===== src/rtl/riscv_pkg.sv =====
// Shared RISC-V core definitions: opcodes, ALU operation codes, immediate
// formats and the multicycle control state encoding.
package riscv_pkg;

  localparam logic [6:0] OP_R      = 7'b0110011;
  localparam logic [6:0] OP_I      = 7'b0010011;
  localparam logic [6:0] OP_LOAD   = 7'b0000011;
  localparam logic [6:0] OP_STORE  = 7'b0100011;
  localparam logic [6:0] OP_BRANCH = 7'b1100011;

  localparam logic [2:0] F3_ADD  = 3'b000;
  localparam logic [2:0] F3_SLL  = 3'b001;
  localparam logic [2:0] F3_SLT  = 3'b010;
  localparam logic [2:0] F3_SLTU = 3'b011;
  localparam logic [2:0] F3_XOR  = 3'b100;
  localparam logic [2:0] F3_SR   = 3'b101;
  localparam logic [2:0] F3_OR   = 3'b110;
  localparam logic [2:0] F3_AND  = 3'b111;
  localparam logic [2:0] F3_WORD = 3'b010;
  localparam logic [2:0] F3_BEQ  = 3'b000;

  localparam logic [6:0] F7_BASE = 7'b0000000;
  localparam logic [6:0] F7_ALT  = 7'b0100000;

  // Shared with alu.v; keep the two in step.
  localparam logic [3:0] ALU_AND = 4'b0000;
  localparam logic [3:0] ALU_OR  = 4'b0001;
  localparam logic [3:0] ALU_ADD = 4'b0010;
  localparam logic [3:0] ALU_SUB = 4'b0110;
  localparam logic [3:0] ALU_SLT = 4'b0111;
  localparam logic [3:0] ALU_SRL = 4'b1000;
  localparam logic [3:0] ALU_SLL = 4'b1001;
  localparam logic [3:0] ALU_SRA = 4'b1010;
  localparam logic [3:0] ALU_XOR = 4'b1101;

  localparam logic [1:0] IMM_I = 2'd0;
  localparam logic [1:0] IMM_S = 2'd1;
  localparam logic [1:0] IMM_B = 2'd2;

  typedef enum logic [2:0] {
    S_IF  = 3'd0,
    S_ID  = 3'd1,
    S_EX  = 3'd2,
    S_MEM = 3'd3,
    S_WB  = 3'd4
  } state_t;

endpackage


===== src/rtl/control_fsm_alu_decoder.sv =====
// Combinational instruction decode: ALU operation, operand/immediate select,
// instruction class flags and illegal-encoding detection.
module alu_decoder
  import riscv_pkg::*;
(
  input  logic [6:0] i_opcode,
  input  logic [2:0] i_funct3,
  input  logic [6:0] i_funct7,
  output logic [3:0] o_alu_ctrl,
  output logic       o_alu_src,
  output logic [1:0] o_imm_sel,
  output logic       o_mem_to_reg,
  output logic       o_reg_wr,
  output logic       o_mem_rd,
  output logic       o_mem_wr,
  output logic       o_branch,
  output logic       o_illegal
);

  // i_alt selects SUB over ADD and SRA over SRL.
  function automatic logic [3:0] base_op(input logic [2:0] i_f3, input logic i_alt);
    case (i_f3)
      F3_ADD:  base_op = i_alt ? ALU_SUB : ALU_ADD;
      F3_SLL:  base_op = ALU_SLL;
      F3_SLT:  base_op = ALU_SLT;
      F3_XOR:  base_op = ALU_XOR;
      F3_SR:   base_op = i_alt ? ALU_SRA : ALU_SRL;
      F3_OR:   base_op = ALU_OR;
      F3_AND:  base_op = ALU_AND;
      default: base_op = ALU_ADD;
    endcase
  endfunction

  logic w_legal;

  always_comb begin
    o_alu_ctrl   = ALU_ADD;
    o_alu_src    = 1'b0;
    o_imm_sel    = IMM_I;
    o_mem_to_reg = 1'b0;
    o_reg_wr     = 1'b0;
    o_mem_rd     = 1'b0;
    o_mem_wr     = 1'b0;
    o_branch     = 1'b0;
    w_legal      = 1'b0;
    case (i_opcode)
      OP_R: begin
        o_alu_ctrl = base_op(i_funct3, i_funct7[5]);
        if (i_funct7 == F7_BASE)
          w_legal = (i_funct3 != F3_SLTU);
        else if (i_funct7 == F7_ALT)
          w_legal = (i_funct3 == F3_ADD) || (i_funct3 == F3_SR);
        o_reg_wr = w_legal;
      end
      OP_I: begin
        // instr[30] is immediate data except for shifts
        o_alu_ctrl = base_op(i_funct3, (i_funct3 == F3_SR) && i_funct7[5]);
        o_alu_src  = 1'b1;
        case (i_funct3)
          F3_SLTU: w_legal = 1'b0;
          F3_SLL:  w_legal = (i_funct7 == F7_BASE);
          F3_SR:   w_legal = (i_funct7 == F7_BASE) || (i_funct7 == F7_ALT);
          default: w_legal = 1'b1;
        endcase
        o_reg_wr = w_legal;
      end
      OP_LOAD: begin
        w_legal      = (i_funct3 == F3_WORD);
        o_alu_src    = 1'b1;
        o_mem_to_reg = w_legal;
        o_mem_rd     = w_legal;
        o_reg_wr     = w_legal;
      end
      OP_STORE: begin
        w_legal   = (i_funct3 == F3_WORD);
        o_alu_src = 1'b1;
        o_imm_sel = IMM_S;
        o_mem_wr  = w_legal;
      end
      OP_BRANCH: begin
        w_legal    = (i_funct3 == F3_BEQ);
        o_alu_ctrl = ALU_SUB;
        o_imm_sel  = IMM_B;
        o_branch   = w_legal;
      end
      default: w_legal = 1'b0;
    endcase
    o_illegal = ~w_legal;
  end

endmodule


===== src/rtl/control_fsm.sv =====
// Five-state multicycle controller (IF/ID/EX/MEM/WB); the state register is the
// only flop and every datapath control is combinational from state and instr.
module control_fsm
  import riscv_pkg::*;
(
  input  logic        clk,
  input  logic        rst,
  input  logic [31:0] instr,
  input  logic        Zero,
  output logic        PCSrc,
  output logic        ALUSrc,
  output logic        RegWrite,
  output logic        MemToReg,
  output logic [3:0]  ALUCtrl,
  output logic [1:0]  ImmSel,
  output logic        MemRead,
  output logic        MemWrite,
  output logic        loadPC,
  output logic        illegal,
  output logic [2:0]  state
);

  state_t r_state;
  state_t w_next;
  logic   w_reg_wr;
  logic   w_mem_rd;
  logic   w_mem_wr;
  logic   w_branch;
  logic   w_illegal;
  logic   w_unused;

  // Register and immediate fields belong to the datapath.
  assign w_unused = ^{instr[24:15], instr[11:7]};

  alu_decoder u_alu_decoder (
    .i_opcode     (instr[6:0]),
    .i_funct3     (instr[14:12]),
    .i_funct7     (instr[31:25]),
    .o_alu_ctrl   (ALUCtrl),
    .o_alu_src    (ALUSrc),
    .o_imm_sel    (ImmSel),
    .o_mem_to_reg (MemToReg),
    .o_reg_wr     (w_reg_wr),
    .o_mem_rd     (w_mem_rd),
    .o_mem_wr     (w_mem_wr),
    .o_branch     (w_branch),
    .o_illegal    (w_illegal)
  );

  always_ff @(posedge clk or posedge rst) begin
    if (rst) r_state <= S_IF;
    else     r_state <= w_next;
  end

  always_comb begin
    w_next = S_IF;
    case (r_state)
      S_IF:    w_next = S_ID;
      S_ID:    w_next = S_EX;
      S_EX:    w_next = S_MEM;
      S_MEM:   w_next = S_WB;
      default: w_next = S_IF;
    endcase
  end

  // Strobes fire only in their own state and are held low throughout reset.
  always_comb begin
    RegWrite = 1'b0;
    MemRead  = 1'b0;
    MemWrite = 1'b0;
    loadPC   = 1'b0;
    PCSrc    = 1'b0;
    illegal  = 1'b0;
    if (!rst) begin
      case (r_state)
        S_MEM: begin
          MemRead  = w_mem_rd;
          MemWrite = w_mem_wr;
        end
        S_WB: begin
          RegWrite = w_reg_wr;
          loadPC   = 1'b1;
          PCSrc    = w_branch & Zero;
          illegal  = w_illegal;
        end
        default: ;
      endcase
    end
  end

  assign state = r_state;

endmodule


===== config.mk =====
export PLATFORM = sky130hd
export DESIGN_NAME = control_fsm
export DESIGN_NICKNAME = d
export VERILOG_FILES = /design/src/rtl/riscv_pkg.sv /design/src/rtl/control_fsm_alu_decoder.sv /design/src/rtl/control_fsm.sv
export SDC_FILE = /design/constraint.sdc
export NUM_CORES = 1
export LEC_CHECK = 0
export BUFFER_PORTS_ARGS = -buffer_cell sky130_fd_sc_hd__buf_2
export CORE_AREA = 2 2 39 41
export CTS_BUF_LIST = sky130_fd_sc_hd__clkbuf_16
export DETAILED_ROUTE_END_ITERATION = 12
export DIE_AREA = 0 0 41 43
export GPL_TIMING_DRIVEN = 0
export PLACE_DENSITY = 0.76
export SETUP_SLACK_MARGIN = 0.2
export SLEW_MARGIN = 20
export SYNTH_ARGS = -nofsm -noshare
export SYNTH_HDL_FRONTEND = slang
export SYNTH_SLANG_ARGS = --single-unit

===== constraint.sdc =====
create_clock -name clk -period 3.8 [get_ports clk]
set_input_delay 0.57 -clock clk [delete_from_list [all_inputs] [get_ports clk]]
set_output_delay 0.57 -clock clk [all_outputs]
set_load 0.02 [all_outputs]

==> summary.md, run 1 <==
| Metric | Value |
|---|---|
| CTS Sinks | `3` |
| Outcome | `finished clean` |
| Fmax | `about 380 MHz` |
| CTS root buf | `clkbuf_16` |
| Area of the die | `approximately 1800 um2` |
| First-pass GRT wire length | `roughly 1800 um` |
| Arrival @ worst endpoint | `between 2 and 2.5 ns` |
| DRC Markers | `0` |
| Pre-antenna DRT Iters | `5` |
| Yosys reg bits | `3` |
| CTS tree | `done` |
| Synth Warn # | `0` |
| Max Slew Vio Count | `0` |
| Cts bufs inserted | `3` |
| Reg2Reg Launch Point | `state[0]$_DFF_PP0_` |
| PortBufs | `35` |
| Post_cts resized | `0` |
| Fillers | `147` |
| Met3 wire length | `120 um` |
| Worst-case clock skew | `0.000359 ns` |
| Critical path type | `input port to primary output` |
| Tot Pwr | `around 230 uW` |
| Synth cell types | `28` |
| Largest net degree at the start of global routing | `10` |
| Global route overflow | `0` |
| DR WL/cell | `about 12 um` |
| Max Cap Viol | `0` |
| Leak Pwr | `approximately 0.36 nW` |
| CP Data Required Time | `3.23 ns` |
| Ports | `52` |
| CP max FO | `6` |
| Via count | `between 500 and 600` |
| Flop-to-flop setup slack | `roughly 3.0 ns` |
| Die X | `~41 um` |
| GPL Wtd Cong | `0.726` |
| H-tree Lvls | `1` |
| Hold Path Class | `input port to async pin` |
| DR WL met2 | `approximately 580 um` |
| Nets | `~130` |
| DRT iter0 DRCs | `19` |
| Register area share after synthesis | `a little under a fifth` |
| Fin crit share | `68.7%` |
| Clk_lat worst skew | `0.23 ns` |
| Final hold vios | `0` |
| Share of cells above drive strength 1 | `between 40% and 50%` |
| RSZ-0062 raised after global routing | `false` |
| All-Layer GR Usage | `around 15%` |
| Max Used Layer | `met4` |
| Initial antenna violation count | `0` |
| Final wirelength | `~1300 um` |
| Setup violations, final | `0` |
| Max reg flops | `3` |
| Worst-path clk slew | `0.03 ns` |
| Peak VDD IR | `about 320 uV` |
| CP Capture Type | `primary output` |
| Final HPWL DP | `~960 um` |
| Avg Cell Area, Syn | `7.56 um2` |
| Power Density | `roughly 350 nW/um2` |
| Deepest clock path buffer count | `2` |
| Hold buffer count at CTS | `0` |
| Row cnt | `14` |
| Final min period | `between 2 and 3 ns` |
| Initial core utilization | `around 28%` |
| Slew @ Worst Pin | `around 0.7 ns` |
| Worst-case reg-to-reg path depth | `2` |
| Core Region | `approximately 1400 um2` |
| Vias in the first global route | `approximately 460` |
| CP Launch Type | `input port` |
| Vias per inst | `5.20` |
| Syn-to-layout area delta | `69.7%` |
| Synthesized Nets | `87` |
| Die Y | `about 43 um` |
| Diode count | `0` |
| Number of post-CTS setup repair buffers | `0` |
| Cell Area, Synth | `just under 400 um2` |
| Syn Inst Count | `between 50 and 60` |
| Wl on met1 | `513 um` |
| Slew headroom | `between 50% and 60%` |
| Setup TNS | `0 ns` |
| RR Endpoint | `state[1]$_DFF_PP0_` |
| Antenna Nets Post-Route | `0` |
stage by stage:
step                      setup WS [ns]  instances  area, um2  hold slack (ns)  util [%]
after floorplan                    1.17         52        393            0.337         -
after global placement             1.19        103        588            0.467      42.5
after detailed placement           1.19        103        588            0.471      42.5
after CTS                          1.18        107        667            0.246      48.2
after global routing               1.09        107        667            0.251      48.2
final                              1.19        107        667            0.245      48.2
logic make-up after synthesis:
kind of cell	share of synthesized area (%)
and+or+nand+nor	46.2
AOI/OAI and AO/OA	23.9
buffers and inverters	3.82
DFF	19.1
xor gates and xnor gates	4.46
muxes	2.55
power by group:
part	switching (mW)	leakage [nW]	internal (mW)
Combinational	0.0187	0.281	0.0150
Sequential	0	0.0372	0.0322
Clock	0.0317	0.0423	0.136
cell usage after synthesis (all sizes together):
library cell	count	area [um2]
a2111oi	1	27.5
a21bo	1	10.0
a21boi	1	7.51
a21oi	2	10.0
and2	1	6.26
and2b	2	16.3
and3	1	6.26
and4bb	1	12.5
clkbuf	1	3.75
dfrtp	3	75.1
inv	3	11.3
mux2i	1	10.0
nand2	7	26.3
nand3	2	10.0
nand4	1	6.26
nand4b	2	17.5
nor2	10	37.5
nor2b	1	6.26
nor3	1	5.00
nor4b	2	23.8
o2111ai	1	8.76
o211a	1	10.0
o21ai	2	10.0
o32a	1	10.0
or4	1	7.51
xnor2	2	17.5
metal layers:
layer  vias up  track usage [%]
li1        269                -
met1       242             17.7
met2        37             22.8
met3         8             2.09
met4         0             10.7
met5         -                0
cell usage in the layout (no fill, tap or decap), drive strengths merged:
cell type / Yosys / layout
and3: 1 / 1
nand4: 1 / 1
nor4b: 2 / 2
nor2: 10 / 10
and2b: 2 / 2
dfrtp: 3 / 3
a21oi: 2 / 2
clkbuf: 1 / 4
a2111oi: 1 / 1
nor2b: 1 / 1
o2111ai: 1 / 1
and2: 1 / 1
o21ai: 2 / 2
nand4b: 2 / 2
nand3: 2 / 2
and4bb: 1 / 1
xnor2: 2 / 2
a21bo: 1 / 1
or4: 1 / 1
nand2: 7 / 7
buf: 0 / 35
nor3: 1 / 1
o32a: 1 / 1
o211a: 1 / 1
a21boi: 1 / 1
mux2i: 1 / 1
inv: 3 / 4
final cells by class:
class / count / area [um2] / area share (%)
Buffer: 1 / 3.75 / 0.563
Clock buffer: 3 / 75.1 / 11.3
Clock inverter: 1 / 3.75 / 0.563
Inverter: 3 / 11.3 / 1.69
Multi-Input combinational cell: 45 / 303 / 45.4
Sequential cell: 3 / 75.1 / 11.3
Tap cell: 16 / 20.0 / 3.00
Timing Repair Buffer: 35 / 175 / 26.3
critical path, stage by stage:
cell and delay, ns:
buf_2 0.09, and4bb_2 0.30, and2b_1 0.25, nand2_1 0.18
a2111oi_4 0.32, o211a_1 0.17, buf_2 0.16
worst max-delay path by stage:
stage | cells past startpoint | endpoint | slack (ns) | start
after floorplan | 5 | MemRead | 1.17 | instr[2]
after global placement | 6 | RegWrite | 1.19 | instr[26]
after detailed placement | 6 | RegWrite | 1.19 | instr[26]
after CTS | 6 | RegWrite | 1.18 | instr[26]
after global routing | 6 | RegWrite | 1.09 | instr[26]
final | 7 | RegWrite | 1.19 | instr[2]
Note: power is estimated with default switching activity, not from simulation.
==> run 2, diff against run 1 <==
--- a/config.mk
+++ b/config.mk
@@ -6,12 +6,12 @@
 export NUM_CORES = 1
 export LEC_CHECK = 0
 export BUFFER_PORTS_ARGS = -buffer_cell sky130_fd_sc_hd__buf_2
-export CORE_AREA = 2 2 39 41
+export CORE_MARGIN = 1
+export CORE_UTILIZATION = 27
 export CTS_BUF_LIST = sky130_fd_sc_hd__clkbuf_16
 export DETAILED_ROUTE_END_ITERATION = 12
-export DIE_AREA = 0 0 41 43
 export GPL_TIMING_DRIVEN = 0
-export PLACE_DENSITY = 0.76
+export PLACE_DENSITY = 0.74
 export SETUP_SLACK_MARGIN = 0.2
 export SLEW_MARGIN = 20
 export SYNTH_ARGS = -nofsm -noshare
==> constraint.sdc (replaced) <==
create_clock -name clk -period 2.35 [get_ports clk]
set_input_delay 0.3525 -clock clk [delete_from_list [all_inputs] [get_ports clk]]
set_output_delay 0.3525 -clock clk [all_outputs]
set_load 0.02 [all_outputs]
==> run 2 against run 1 <==
  * Sequential power grew 61%
  * Combinational power grew 82%
  * First-iteration DRC count shrank 53%
  * Clock skew grew 0.0037 ns
  * Worst hold slack lost 0.21 ns
  * Setup slack lost 0.99 ns
  * Sequential share of layout area shrank 1.2 points
  * Clock power grew 60%
  * Critical path depth shrank 1
  * Clock-buffer cell count is the same
==> summary.md, run 2 (same netlist as run 1, synthesis figures left out) <==
| Metric | Value |
|---|---|
| Grt met3 use | `roughly 3.3%` |
| Slowest stage delay, CP | `roughly 0.51 ns` |
| Flop-to-flop setup slack | `1.55 ns` |
| Vias in the first global route | `412` |
| DRT iter0 DRCs | `9` |
| Share of cells above drive strength 1 | `between 50% and 60%` |
| Deepest clock path buffer count | `2` |
| Worst-case clock skew | `slightly above 0.004 ns` |
| Critical path type | `input port to primary output` |
| CTS tree | `done` |
| Utilization after layout | `55.9%` |
| Final HPWL DP | `895 um` |
| Setup crit end | `RegWrite` |
| Die Y | `40.1 um` |
| Final hold vios | `0` |
| Leak Pwr | `a little under 0.4 nW` |
| H-tree Lvls | `1` |
| CP max FO | `2` |
| Hold Path Class | `input port to async pin` |
| Dpl cells | `102` |
| Post-Layout Inst Area | `around 750 um2` |
| Worst setup margin | `0.195 ns` |
| Initial core utilization | `29.5%` |
| DRC Markers | `0` |
| Peak VDD IR | `a little over 500 uV` |
| Placement Setup Slack | `between 0.15 and 0.2 ns` |
| Ports | `52` |
| Max Slew Vio Count | `0` |
| Vias per inst | `around 5.0` |
| Reg2Reg Launch Point | `state[1]$_DFF_PP0_` |
| CP Data Required Time | `2.00 ns` |
| Most Crowded Layer GR | `met1` |
| RSZ-0062 raised after global routing | `true` |
| Routing usage on met1 | `about a quarter` |
| Area of the die | `~1600 um2` |
| Slew @ Worst Pin | `0.477 ns` |
| Slew headroom | `68.2%` |
| Core Region | `1330 um2` |
| Fmax | `around 460 MHz` |
| Worst-case reg-to-reg path depth | `2` |
| Arrival @ worst endpoint | `approximately 1.8 ns` |
| Max reg flops | `3` |
| Pre-antenna DRT Iters | `4` |
| Max Cap Viol | `0` |
| Fin crit share | `around nine tenths` |
| GR met2 Demand/Resource | `between 20% and 30%` |
| Most used cells in the layout excluding fill and tap cells | `29 x buf_2, 10 x nor2_1, 6 x nand2_1, 5 x buf_4` |
| Global route overflow | `0` |
| CTS Sinks | `3` |
| Final min period | `~2.2 ns` |
| Cts bufs inserted | `3` |
| Worst-path clk slew | `about 0.030 ns` |
| Clk_lat worst skew | `0.23 ns` |
| Setup violations, final | `0` |
| Final non-filler cell total | `between 100 and 150` |
| Outcome | `finished clean` |
| Row cnt | `13` |
| CP Capture Type | `primary output` |
| RR Endpoint | `state[1]$_DFF_PP0_` |
| Nets | `130` |
| Setup crit start | `instr[26]` |
| Most common cell after layout, fill and taps aside | `buf_2` |
| Final wirelength | `approximately 1200 um` |
| Syn-to-layout area delta | `89.8%` |
| Setup TNS | `0 ns` |
| Diode count | `0` |
| CP cell instances | `buf_6 -> or4_4 -> o32a_1 -> a2111oi_4 -> o211a_1 -> buf_4` |
| PortBufs | `35` |
| DR WL/cell | `approximately 11 um` |
| Via count | `~540` |
| Initial antenna violation count | `0` |
| Die X | `40.1 um` |
| Power Density | `roughly 500 nW/um2` |
| Largest net degree at the start of global routing | `10` |
| All-Layer GR Usage | `between 10% and 20%` |
| CP Launch Type | `input port` |
| Post-placement cell area | `roughly 600 um2` |
| Antenna Nets Post-Route | `0` |
| Critical path's slowest cell | `or4_4` |
| First-pass GRT wire length | `approximately 1800 um` |
| GPL Wtd Cong | `between 0.7 and 0.8` |
| CTS root buf | `clkbuf_16` |
[run 2: stage by stage]
stage / power (mW) / hold WS [ns]
5_1_grt: 0.397 / 0.0592
4_1_cts: 0.381 / 0.0242
6_report: 0.382 / 0.0316
3_5_place_dp: 0.108 / 0.255
3_3_place_gp: 0.107 / 0.255
2_1_floorplan: 0.0819 / 0.119
[run 2: repair_timing]
action | CTS | global route
setup endpoints to repair | 1 | 3
hold buffers | 0 | 0
pin swaps | 0 | 4
buffers inserted | 0 | 3
gates cloned | 0 | 0
gates resized for setup | 1 | 10
[run 2: final cells by class]
cell class,count,area [um2]
tap,15,18.8
clock buffer,3,75.1
timing repair buffer,38,228
buffer,1,3.75
fill,126,588
inverter,3,11.3
clock inverter,1,3.75
multi-input combinational,45,330
sequential,3,75.1
[run 2: how the worst min path moves through the flow]
stage                     slack (ns)  cells past startpoint            endpoint
after floorplan                 0.12                      1  state[0]$_DFF_PP0_
after global placement          0.25                      2  state[1]$_DFF_PP0_
after detailed placement        0.26                      2  state[2]$_DFF_PP0_
after CTS                       0.02                      2  state[1]$_DFF_PP0_
after global routing            0.06                      2  state[1]$_DFF_PP0_
final                           0.03                      2  state[1]$_DFF_PP0_
[run 2: worst max-delay path, delay by kind of cell]
family | cells | cell delay, ns
buffers and inverters | 2 | 0.22
AO/OA/AOI/OAI | 3 | 0.72
AND/OR/NAND/NOR | 1 | 0.51
[run 2: where the power goes]
part	internal (mW)	switching (mW)
registers	0.0520	0
logic	0.0298	0.0318
clock network	0.220	0.0487
total	0.301	0.0805
[run 2: metal layers]
metal | share of wire, % | up-vias
li1 | - | 274
met1 | 46 | 229
met2 | 43 | 35
met3 | 9.6 | 3
met4 | 1.9 | 0
met5 | 0 | -
